<file path="config.mk">
export PLATFORM = sky130hd
export DESIGN_NAME = signed_bcd_display_seq_flat
export DESIGN_NICKNAME = d
export VERILOG_FILES = /design/src/rtl/signed_bcd_display_seq_if.sv /design/src/rtl/signed_bcd_display_seq.sv /design/src/flat_wrapper.sv
export SDC_FILE = /design/constraint.sdc
export NUM_CORES = 1
export LEC_CHECK = 0
export ABC_CLOCK_PERIOD_IN_PS = 3100
export BUFFER_PORTS_ARGS = -buffer_cell sky130_fd_sc_hd__buf_2
export CELL_PAD_IN_SITES_DETAIL_PLACEMENT = 1
export CELL_PAD_IN_SITES_GLOBAL_PLACEMENT = 1
export CORE_MARGIN = 10
export CORE_UTILIZATION = 40
export DETAILED_ROUTE_END_ITERATION = 10
export HOLD_SLACK_MARGIN = 0.03
export PLACE_DENSITY_LB_ADDON = 0.1
export REMOVE_ABC_BUFFERS = 1
export SLEW_MARGIN = 20
export SYNTH_ARGS = -nofsm -noshare
export SYNTH_HDL_FRONTEND = slang
export SYNTH_SLANG_ARGS = --single-unit
</file>
<file path="constraint.sdc">
create_clock -name clk -period 3.1 [get_ports clk]
set_clock_uncertainty 0.1 [all_clocks]
set_input_delay 0.155 -clock clk [delete_from_list [all_inputs] [get_ports clk]]
set_output_delay 0.155 -clock clk [all_outputs]
set_load 0.03 [all_outputs]
</file>
<file path="src/rtl/signed_bcd_display_seq_if.sv">
// ----------------------------------------------------------------------------
// signed_bcd_display_seq_if
// Bundles the control, value and display signals of signed_bcd_display_seq.
//   en         : keep refreshing channels (low = park after current STORE)
//   value      : CHANNELS packed signed WIDTH-bit inputs
//   seg        : CHANNELS*DIGITS active-low 7-segment codes (bit0=a..bit6=g)
//   neg / ovf  : per-channel sign and overflow flags
//   frame_done : one-cycle pulse after the last channel is refreshed
// master = value/enable source, slave = the display sequencer.
// ----------------------------------------------------------------------------
interface signed_bcd_display_seq_if #(
    parameter int WIDTH    = 6,
    parameter int DIGITS   = 2,
    parameter int CHANNELS = 3
);
    logic                           en;
    logic [CHANNELS*WIDTH-1:0]      value;
    logic [CHANNELS*DIGITS*7-1:0]   seg;
    logic [CHANNELS-1:0]            neg;
    logic [CHANNELS-1:0]            ovf;
    logic                           frame_done;

    modport master (output en, value, input seg, neg, ovf, frame_done);
    modport slave  (input en, value, output seg, neg, ovf, frame_done);
endinterface

</file>
<file path="src/rtl/signed_bcd_display_seq.sv">
// ----------------------------------------------------------------------------
// signed_bcd_display_seq
// Round-robin signed-to-7-segment display driver. One shared double-dabble
// engine converts each channel's magnitude in WIDTH shift cycles; results are
// registered per channel so displays stay stable between refreshes.
// Ports:
//   clk   : system clock, rising edge
//   rst_n : asynchronous active-low reset (blanks all displays)
//   bus   : signed_bcd_display_seq_if.slave (en, value, seg, neg, ovf,
//           frame_done)
// Optional build macro SIGNED_BCD_LEADING_ZERO_BLANK_EN: blank leading zero
// digits (ones digit always shown, overflow dashes unaffected).
// ----------------------------------------------------------------------------

// Per-digit encoder: BCD nibble to active-low segments with dash/blank forcing.
module signed_bcd_display_seq_digit (
    input  logic [3:0] i_bcd,
    input  logic       i_blank,
    input  logic       i_dash,
    output logic [6:0] o_seg
);
    always_comb begin
        o_seg = 7'h7F;
        if (i_dash)       o_seg = 7'h3F;
        else if (!i_blank) begin
            case (i_bcd)
                4'd0:    o_seg = 7'h40;
                4'd1:    o_seg = 7'h79;
                4'd2:    o_seg = 7'h24;
                4'd3:    o_seg = 7'h30;
                4'd4:    o_seg = 7'h19;
                4'd5:    o_seg = 7'h12;
                4'd6:    o_seg = 7'h02;
                4'd7:    o_seg = 7'h78;
                4'd8:    o_seg = 7'h00;
                4'd9:    o_seg = 7'h10;
                default: o_seg = 7'h7F;
            endcase
        end
    end
endmodule

module signed_bcd_display_seq #(
    parameter int WIDTH    = 6,
    parameter int DIGITS   = 2,
    parameter int CHANNELS = 3
) (
    input  logic                     clk,
    input  logic                     rst_n,
    signed_bcd_display_seq_if.slave  bus
);
    localparam int IDX_W = (CHANNELS > 1) ? $clog2(CHANNELS) : 1;
    localparam int CNT_W = $clog2(WIDTH + 1);
    localparam int BCD_W = 4 * DIGITS;

    function automatic longint pow10(input int n);
        longint p = 1;
        for (int i = 0; i < n; i++) p = p * 10;
        return p;
    endfunction

    // Smallest magnitude that no longer fits in DIGITS decimal digits.
    localparam logic [63:0] LIMIT = 64'(pow10(DIGITS));

    typedef enum logic [1:0] {S_LOAD, S_SHIFT, S_STORE} state_t;

    state_t                               r_state, w_next;
    logic [IDX_W-1:0]                     r_idx;
    logic [CNT_W-1:0]                     r_cnt;
    logic [WIDTH-1:0]                     r_mag;
    logic [BCD_W-1:0]                     r_bcd;
    logic                                 r_sign;
    logic                                 r_big;
    logic [CHANNELS-1:0][DIGITS-1:0][6:0] r_seg;
    logic [CHANNELS-1:0]                  r_neg;
    logic [CHANNELS-1:0]                  r_ovf;
    logic                                 r_fd;

    logic [WIDTH-1:0]                     w_sel;
    logic [WIDTH-1:0]                     w_mag;
    logic                                 w_big;
    logic [BCD_W-1:0]                     w_adj;
    logic [DIGITS-1:0]                    w_blank;
    logic [DIGITS-1:0][6:0]               w_dseg;

    assign w_sel = bus.value[int'(r_idx)*WIDTH +: WIDTH];
    // Unsigned magnitude: the most negative input maps to 2^(WIDTH-1).
    assign w_mag = w_sel[WIDTH-1] ? (~w_sel + WIDTH'(1)) : w_sel;
    assign w_big = ({{(64-WIDTH){1'b0}}, w_mag} >= LIMIT);

    // Double-dabble correction applied before each shift.
    always_comb begin
        w_adj = r_bcd;
        for (int d = 0; d < DIGITS; d++)
            if (r_bcd[4*d +: 4] >= 4'd5) w_adj[4*d +: 4] = r_bcd[4*d +: 4] + 4'd3;
    end

    always_comb begin
        w_blank = '0;
`ifdef SIGNED_BCD_LEADING_ZERO_BLANK_EN
        begin
            logic lead;
            lead = 1'b1;
            // Walk down from the top digit; ones digit (d=0) is never blanked.
            for (int d = DIGITS - 1; d >= 1; d--) begin
                lead       = lead && (r_bcd[4*d +: 4] == 4'd0);
                w_blank[d] = lead;
            end
        end
`endif
    end

    for (genvar d = 0; d < DIGITS; d++) begin : g_dig
        signed_bcd_display_seq_digit u_dig (
            .i_bcd   (r_bcd[4*d +: 4]),
            .i_blank (w_blank[d]),
            .i_dash  (r_big),
            .o_seg   (w_dseg[d])
        );
    end

    always_ff @(posedge clk or negedge rst_n) begin
        if (!rst_n) r_state <= S_LOAD;
        else        r_state <= w_next;
    end

    always_comb begin
        w_next = r_state;
        case (r_state)
            S_LOAD:  if (bus.en) w_next = S_SHIFT;
            S_SHIFT: if (r_cnt == CNT_W'(WIDTH - 1)) w_next = S_STORE;
            S_STORE: w_next = S_LOAD;
            default: w_next = S_LOAD;
        endcase
    end

    always_ff @(posedge clk or negedge rst_n) begin
        if (!rst_n) begin
            r_idx  <= '0;
            r_cnt  <= '0;
            r_mag  <= '0;
            r_bcd  <= '0;
            r_sign <= 1'b0;
            r_big  <= 1'b0;
            r_seg  <= '1;
            r_neg  <= '0;
            r_ovf  <= '0;
            r_fd   <= 1'b0;
        end else begin
            r_fd <= 1'b0;
            case (r_state)
                S_LOAD: if (bus.en) begin
                    r_mag  <= w_mag;
                    r_sign <= w_sel[WIDTH-1];
                    r_big  <= w_big;
                    r_bcd  <= '0;
                    r_cnt  <= '0;
                end
                S_SHIFT: begin
                    {r_bcd, r_mag} <= {w_adj[BCD_W-2:0], r_mag, 1'b0};
                    r_cnt          <= r_cnt + CNT_W'(1);
                end
                S_STORE: begin
                    r_seg[r_idx] <= w_dseg;
                    r_neg[r_idx] <= r_sign;
                    r_ovf[r_idx] <= r_big;
                    if (r_idx == IDX_W'(CHANNELS - 1)) begin
                        r_idx <= '0;
                        r_fd  <= 1'b1;
                    end else begin
                        r_idx <= r_idx + IDX_W'(1);
                    end
                end
                default: ;
            endcase
        end
    end

    assign bus.seg        = r_seg;
    assign bus.neg        = r_neg;
    assign bus.ovf        = r_ovf;
    assign bus.frame_done = r_fd;
endmodule

</file>
<file path="src/flat_wrapper.sv">
// flat-port wrapper written by rule: the top's interface ports become plain ports
module signed_bcd_display_seq_flat 
#(
    parameter int WIDTH    = 6,
    parameter int DIGITS   = 2,
    parameter int CHANNELS = 3
)
  (clk, rst_n, bus_en, bus_value, bus_seg, bus_neg, bus_ovf, bus_frame_done);
  signed_bcd_display_seq_if #(.WIDTH(WIDTH), .DIGITS(DIGITS), .CHANNELS(CHANNELS)) bus_i ();
  input  logic clk;
  input  logic rst_n;
  input wire logic [$bits(bus_i.en)-1:0] bus_en;
  input wire logic [$bits(bus_i.value)-1:0] bus_value;
  output wire logic [$bits(bus_i.seg)-1:0] bus_seg;
  output wire logic [$bits(bus_i.neg)-1:0] bus_neg;
  output wire logic [$bits(bus_i.ovf)-1:0] bus_ovf;
  output wire logic [$bits(bus_i.frame_done)-1:0] bus_frame_done;
  assign bus_i.en = bus_en;
  assign bus_i.value = bus_value;
  assign bus_seg = bus_i.seg;
  assign bus_neg = bus_i.neg;
  assign bus_ovf = bus_i.ovf;
  assign bus_frame_done = bus_i.frame_done;
  signed_bcd_display_seq #(.WIDTH(WIDTH), .DIGITS(DIGITS), .CHANNELS(CHANNELS)) u_core (.clk(clk), .rst_n(rst_n), .bus(bus_i));
endmodule
</file>
# == Word-level counts from Yosys, hierarchy flattened ==
# Memories as Yosys holds them, arrays and structs flattened.
# Cells that the tools add are included.
# classes
addsub,5
mul,1
magnitude_cmp,4
n_eq_ne,6
shifts,1
n_mux,21
bitwise_logic,3
n_reduce_logical,6
# op_table
op,count
$bwmux 42,1
$shiftx 18x32->6,1
$demux 14 s2,1
$pmux 8 s2,1
$mux 14,1
$mux 6,2
$pmux 6 s2,1
$ge 4x3->1 const B,2
$mux 8,1
$add 6x1->6 const B,1
$mux 2,3
$mux 3,2
$not 6->6,1
$pmux 3 s2,1
$reduce_and 2->1,3
$add 4x2->4 const B,1
$eq 2x2->1 const B,2
$mul 2x2->4 const B,1
$mux 4,1
$pmux 2 s2,1
$add 3x1->3 const B,1
$add 3x2->3 const B,1
$and 3x3->3,1
$bwmux 3,1
other kinds (13),15
# word_totals
regBits,71
romBits,224
in_bits,21
n_memories,2
# mem_list
name,words,word_bits,read_ports,rd_ports_with_merged_regs,wr,line,source
(no name shown),16,7,1,0,0,signed_bcd_display_seq.sv:26,case (i_bcd)
(no name shown),16,7,1,0,0,signed_bcd_display_seq.sv:26,

# == Depth between registers and ports, before layout ==
# logic_depth
depth_word,7
ltp_mapped,9

# == Hierarchy ==
# From an unflattened synthesis, not the netlist that was laid out.
# unflattened
hier_cells,294
area_unflattened_um2,3654.8
# by_module_without_submodules
module,n_inst,cells_per_inst,area_per_inst_um2,seq_area_each_um2
signed_bcd_display_seq,1,234,3191.8,1829.3
signed_bcd_display_seq_digit,2,30,231.5,0.0

# == Least setup slack after synthesis ==
# No wires, ideal clock.
# synth_timing
kind,register to register
startpoint,register u_core.r_idx[1]
endpoint,register u_core.r_mag[4]
arrival_ps,1462
slack_ps,1411
path_stages_with_launch,10
path_buffers,2
synth_period_minus_slack_ps,1689
path_cell_list,dfrtp_1 buf_6 nor2b_4 buf_6 o2bb2ai_2 inv_1 ha_1 a31oi_1 a21o_1 o21ai_1
# synth_between
elab_chain_cells,7
# synth_rtl
item,line,source
from (decl),signed_bcd_display_seq.sv:68,logic [IDX_W-1:0] r_idx;
from (signal assigned),signed_bcd_display_seq.sv:171,r_idx <= r_idx + IDX_W'(1);
$mul 2x2->4 *,signed_bcd_display_seq.sv:86,assign w_sel = bus.value[int'(r_idx)*WIDTH +: WIDTH];
$shiftx 18x32->6 *,signed_bcd_display_seq.sv:86,
$not 6->6,signed_bcd_display_seq.sv:88,assign w_mag = w_sel[WIDTH-1] ? (~w_sel + WIDTH'(1)) : w_sel;
$add 6x1->6,signed_bcd_display_seq.sv:88,
$mux 6 *,signed_bcd_display_seq.sv:88,
$mux 6 *,signed_bcd_display_seq.sv:152,S_LOAD: if (bus.en) begin
$pmux 6 s2 *,signed_bcd_display_seq.sv:151,case (r_state)
to (signal assigned),signed_bcd_display_seq.sv:153,r_mag <= w_mag;
to (signal assigned),signed_bcd_display_seq.sv:160,"{r_bcd, r_mag} <= {w_adj[BCD_W-2:0], r_mag, 1'b0};"
to (decl),signed_bcd_display_seq.sv:70,logic [WIDTH-1:0] r_mag;
# Mark *: on every way between the ends. The rest lies on a longest branch, timed or not. The select of a mux whose other input is x is not followed.
# A chain may end at the register's enable or synchronous reset.

# == Worst setup path after layout ==
# layout_timing
startpoint,register u_core.r_idx[0]
endpoint,register u_core.r_mag[4]
# The elaborated chain is that of the path after synthesis.

==> metrics.md <==
| Metric | Value |
|---|---|
| Status | `finished clean` |
| Setup tns final | `0 ps` |
| Post-route DRC violation count | `0` |
| Critical Path RT | `3230 ps` |
| Fill count | `975` |
| Fin crit period | `2130 ps` |
| DP Area | `3800 sq um` |
| Flop2flop setup slack | `970 ps` |
| Achievable Freq | `between 0.4 and 0.5 GHz` |
| Final Setup Violations | `0` |
| Post-CTS Setup Repair Bufs | `0` |
| Register area share after synthesis | `0.541` |
| CP max FO | `13` |
| Crit. End Element | `flip-flop` |
| Die H | `around 110 um` |
| Clk Latency, worst-skew pair | `~350 ps` |
| Hold WC Path Type | `in -> reg` |
| I/O Pins | `70` |
| Final #Nets | `444` |
| #FFs+latches synth | `71` |
| Cell taking the most area after synthesis | `dfstp_2` |
| Largest net degree at the start of global routing | `32` |
| Final instance area | `3980 sq um` |
| Post-cts resize count | `0` |
| Least-Margin Pin Slew | `915 ps` |
| CTS H-tree lvls | `3` |
| Die Span X | `112 um` |
| Syn_area_per_cell | `a little under 10 sq um` |
| Routability cong. | `roughly 0.80` |
| Post-synth EDFFs | `0` |
| Dpl hpwl | `roughly 6300 um` |
| Most frequent cells in the layout | `nand2_1 (73), buf_2 (69), o21ai_0 (64)` |
| DR vias/cell | `5.05` |
| Clock buffer count from CTS | `9` |
| First-pass GRT wire length | `between 10,000 and 15,000 um` |
| Initial antenna violation count | `0` |
| GRT overflow | `0` |
| Mapped Area | `3380 sq um` |
| CTS root buf | `clkbuf_8` |
| Final hold vios | `0` |
| Max_slew headroom | `0.390` |
| CORE AREA | `8220 sq um` |
| Ys async rst share | `1.00` |
| CP Data Arrival Time | `2250 ps` |
| Initial core utilization | `0.412` |
| Clock-pin slew on the worst setup and hold paths | `80 ps` |
| Clk sink count | `71` |
| Synth cell types | `36` |
| Final ANT Viol Nets | `0` |
| Pre-antenna DRT Iters | `4` |
| Share of cells above drive strength 1 | `0.341` |
| Main synth FF type | `dfstp_2` |
| Synth warnings | `0` |
| GR Util All Layers | `0.130` |
| Total wire length | `8260 um` |
| Ranking of synthesized cells by area | `dfstp_2 (33%), dfrtp_1 (21%), o21ai_0 (9.5%)` |
| Die area | `12,500 sq um` |
| Post-Syn Instances | `342` |
| WHS | `64.3 ps` |
| CTS tree | `yes` |
| Inserted Diodes | `0` |
| Share of the synthesized area in the top cell type | `0.326` |
| I/O Buffers | `69` |
| Vias in the first global route | `~2,700` |
| Routed len/inst | `approximately 16 um` |
| Setup crit start kind | `flip-flop` |
| Pins over their slew limit | `0` |
| Crit Path Class | `reg -> reg` |
| CTS max path bufs | `2` |
| Fin crit share | `0.686` |
| Leakage Power | `1.88 nW` |
| Commonest non-fill, non-tap cell in the layout | `nand2_1` |
| Maxcap violations | `0` |
| Synthesis-to-layout area growth | `17.5%` |
| RSZ-0062 raised after global routing | `no` |
| Peak supply drop | `between 0.3 and 0.4 mV` |
| Via count | `2,619` |
| Row count | `33` |
| Initial DRC Count | `61` |
| Power per standard cell area | `990 nW/um^2` |
power breakdown:
part / total (mW) / switching [mW] / internal (mW)
Combinational: 1.76 / 1.11 / 0.645
Clock: 0.624 / 0.340 / 0.284
Sequential: 1.55 / 0.271 / 1.28
Total: 3.94 / 1.73 / 2.21
state kept, by name, indices dropped and copies added (netlist names):
| register | flops |
|---|---|
| u_core.r_sign | 1 |
| u_core.r_cnt | 3 |
| u_core.r_idx | 2 |
| u_core.bus.ovf | 3 |
| u_core.bus.seg | 42 |
| u_core.r_mag | 6 |
| u_core.r_state | 2 |
| u_core.r_bcd | 8 |
| u_core.bus.frame_done | 1 |
| u_core.bus.neg | 3 |
repair_timing:
item                                    4_1_cts  5_1_grt
hold buffers                                  2        0
endpoints found under the hold margin        20        0
endpoints found under the setup margin        0        0
cell type report:
cell class / count / area [sq um] / share of cell area
multi-input combinational: 238 / 1410 / 0.355
sequential: 71 / 1830 / 0.460
timing repair buffer: 75 / 395 / 0.0994
clock inverter: 5 / 25.0 / 0.00629
clock buffer: 11 / 131 / 0.0330
inverter: 14 / 52.6 / 0.0132
tap: 105 / 131 / 0.0330
cells in the mapped netlist (2+ instances only):
| library cell | instances |
|---|---|
| o2bb2ai_1 | 2 |
| inv_1 | 14 |
| dfrtp_1 | 29 |
| and2_1 | 3 |
| ha_1 | 14 |
| a2bb2oi_1 | 2 |
| nand2_1 | 73 |
| o21ai_1 | 4 |
| nand2b_1 | 4 |
| xnor2_1 | 5 |
| o21ai_0 | 64 |
| a21o_1 | 3 |
| buf_6 | 2 |
| mux2_2 | 4 |
| o2bb2ai_2 | 2 |
| clkbuf_1 | 14 |
| a22oi_1 | 5 |
| mux2i_1 | 7 |
| buf_2 | 3 |
| nor2_1 | 14 |
| a21oi_1 | 12 |
| dfstp_2 | 42 |
| nand3_1 | 2 |
| o22ai_1 | 4 |
| a2bb2oi_2 | 2 |
| a22o_1 | 2 |
logic make-up (layout without fill, tap and decap cells):
logic type | count (synthesis) | in the layout | share of synthesized area
buf+inv | 33 | 105 | 0.0422
simple gates | 101 | 101 | 0.127
fa+ha+maj | 14 | 14 | 0.0518
mux | 11 | 11 | 0.0340
compound gates | 107 | 107 | 0.192
xor+xnor | 5 | 5 | 0.0129
flops | 71 | 71 | 0.541
final timing paths:
| check | startpoint | cells after the start | endpoint |
|---|---|---|---|
| setup / recovery | u_core.r_idx[0] | 7 | u_core.r_mag[4] |
| min in group asynchronous | rst_n | 2 | u_core.r_cnt[1] |
| setup reg to reg | u_core.r_idx[0] | 7 | u_core.r_mag[4] |
| hold reg to reg | u_core.bus.seg[35] | 2 | u_core.bus.seg[35] |
| max in group asynchronous | rst_n | 3 | u_core.bus.seg[2] |
| hold / removal | bus_value[11] | 3 | u_core.r_sign |
metrics by stage:
stage          setup slack, ps  power (mW)  std cells  utilization
2_1_floorplan             1280        2.83        323            -
3_3_place_gp              1050        3.29        501        0.462
3_5_place_dp               984        3.37        501        0.462
4_1_cts                    962        4.01        519        0.484
5_1_grt                    839        4.28        519        0.484
6_report                   974        3.94        519        0.484
critical path, cell delays in order, from the launching register on:
cell and delay (ps):
dfrtp_1 640, nor2b_4 370, o2bb2ai_2 170, inv_1 90, ha_1 220, a31oi_1 210, a21o_1 150, o21ai_1 50
per-layer routing:
layer / vias up / routed length (um) / global-route usage
met4: 0 / 131 / 0.0482
li1: 1295 / - / -
met2: 53 / 3890 / 0.212
met1: 1259 / 3750 / 0.159
met5: - / 0 / 0
met3: 12 / 492 / 0.0397
(Power assumes the default switching activity.)
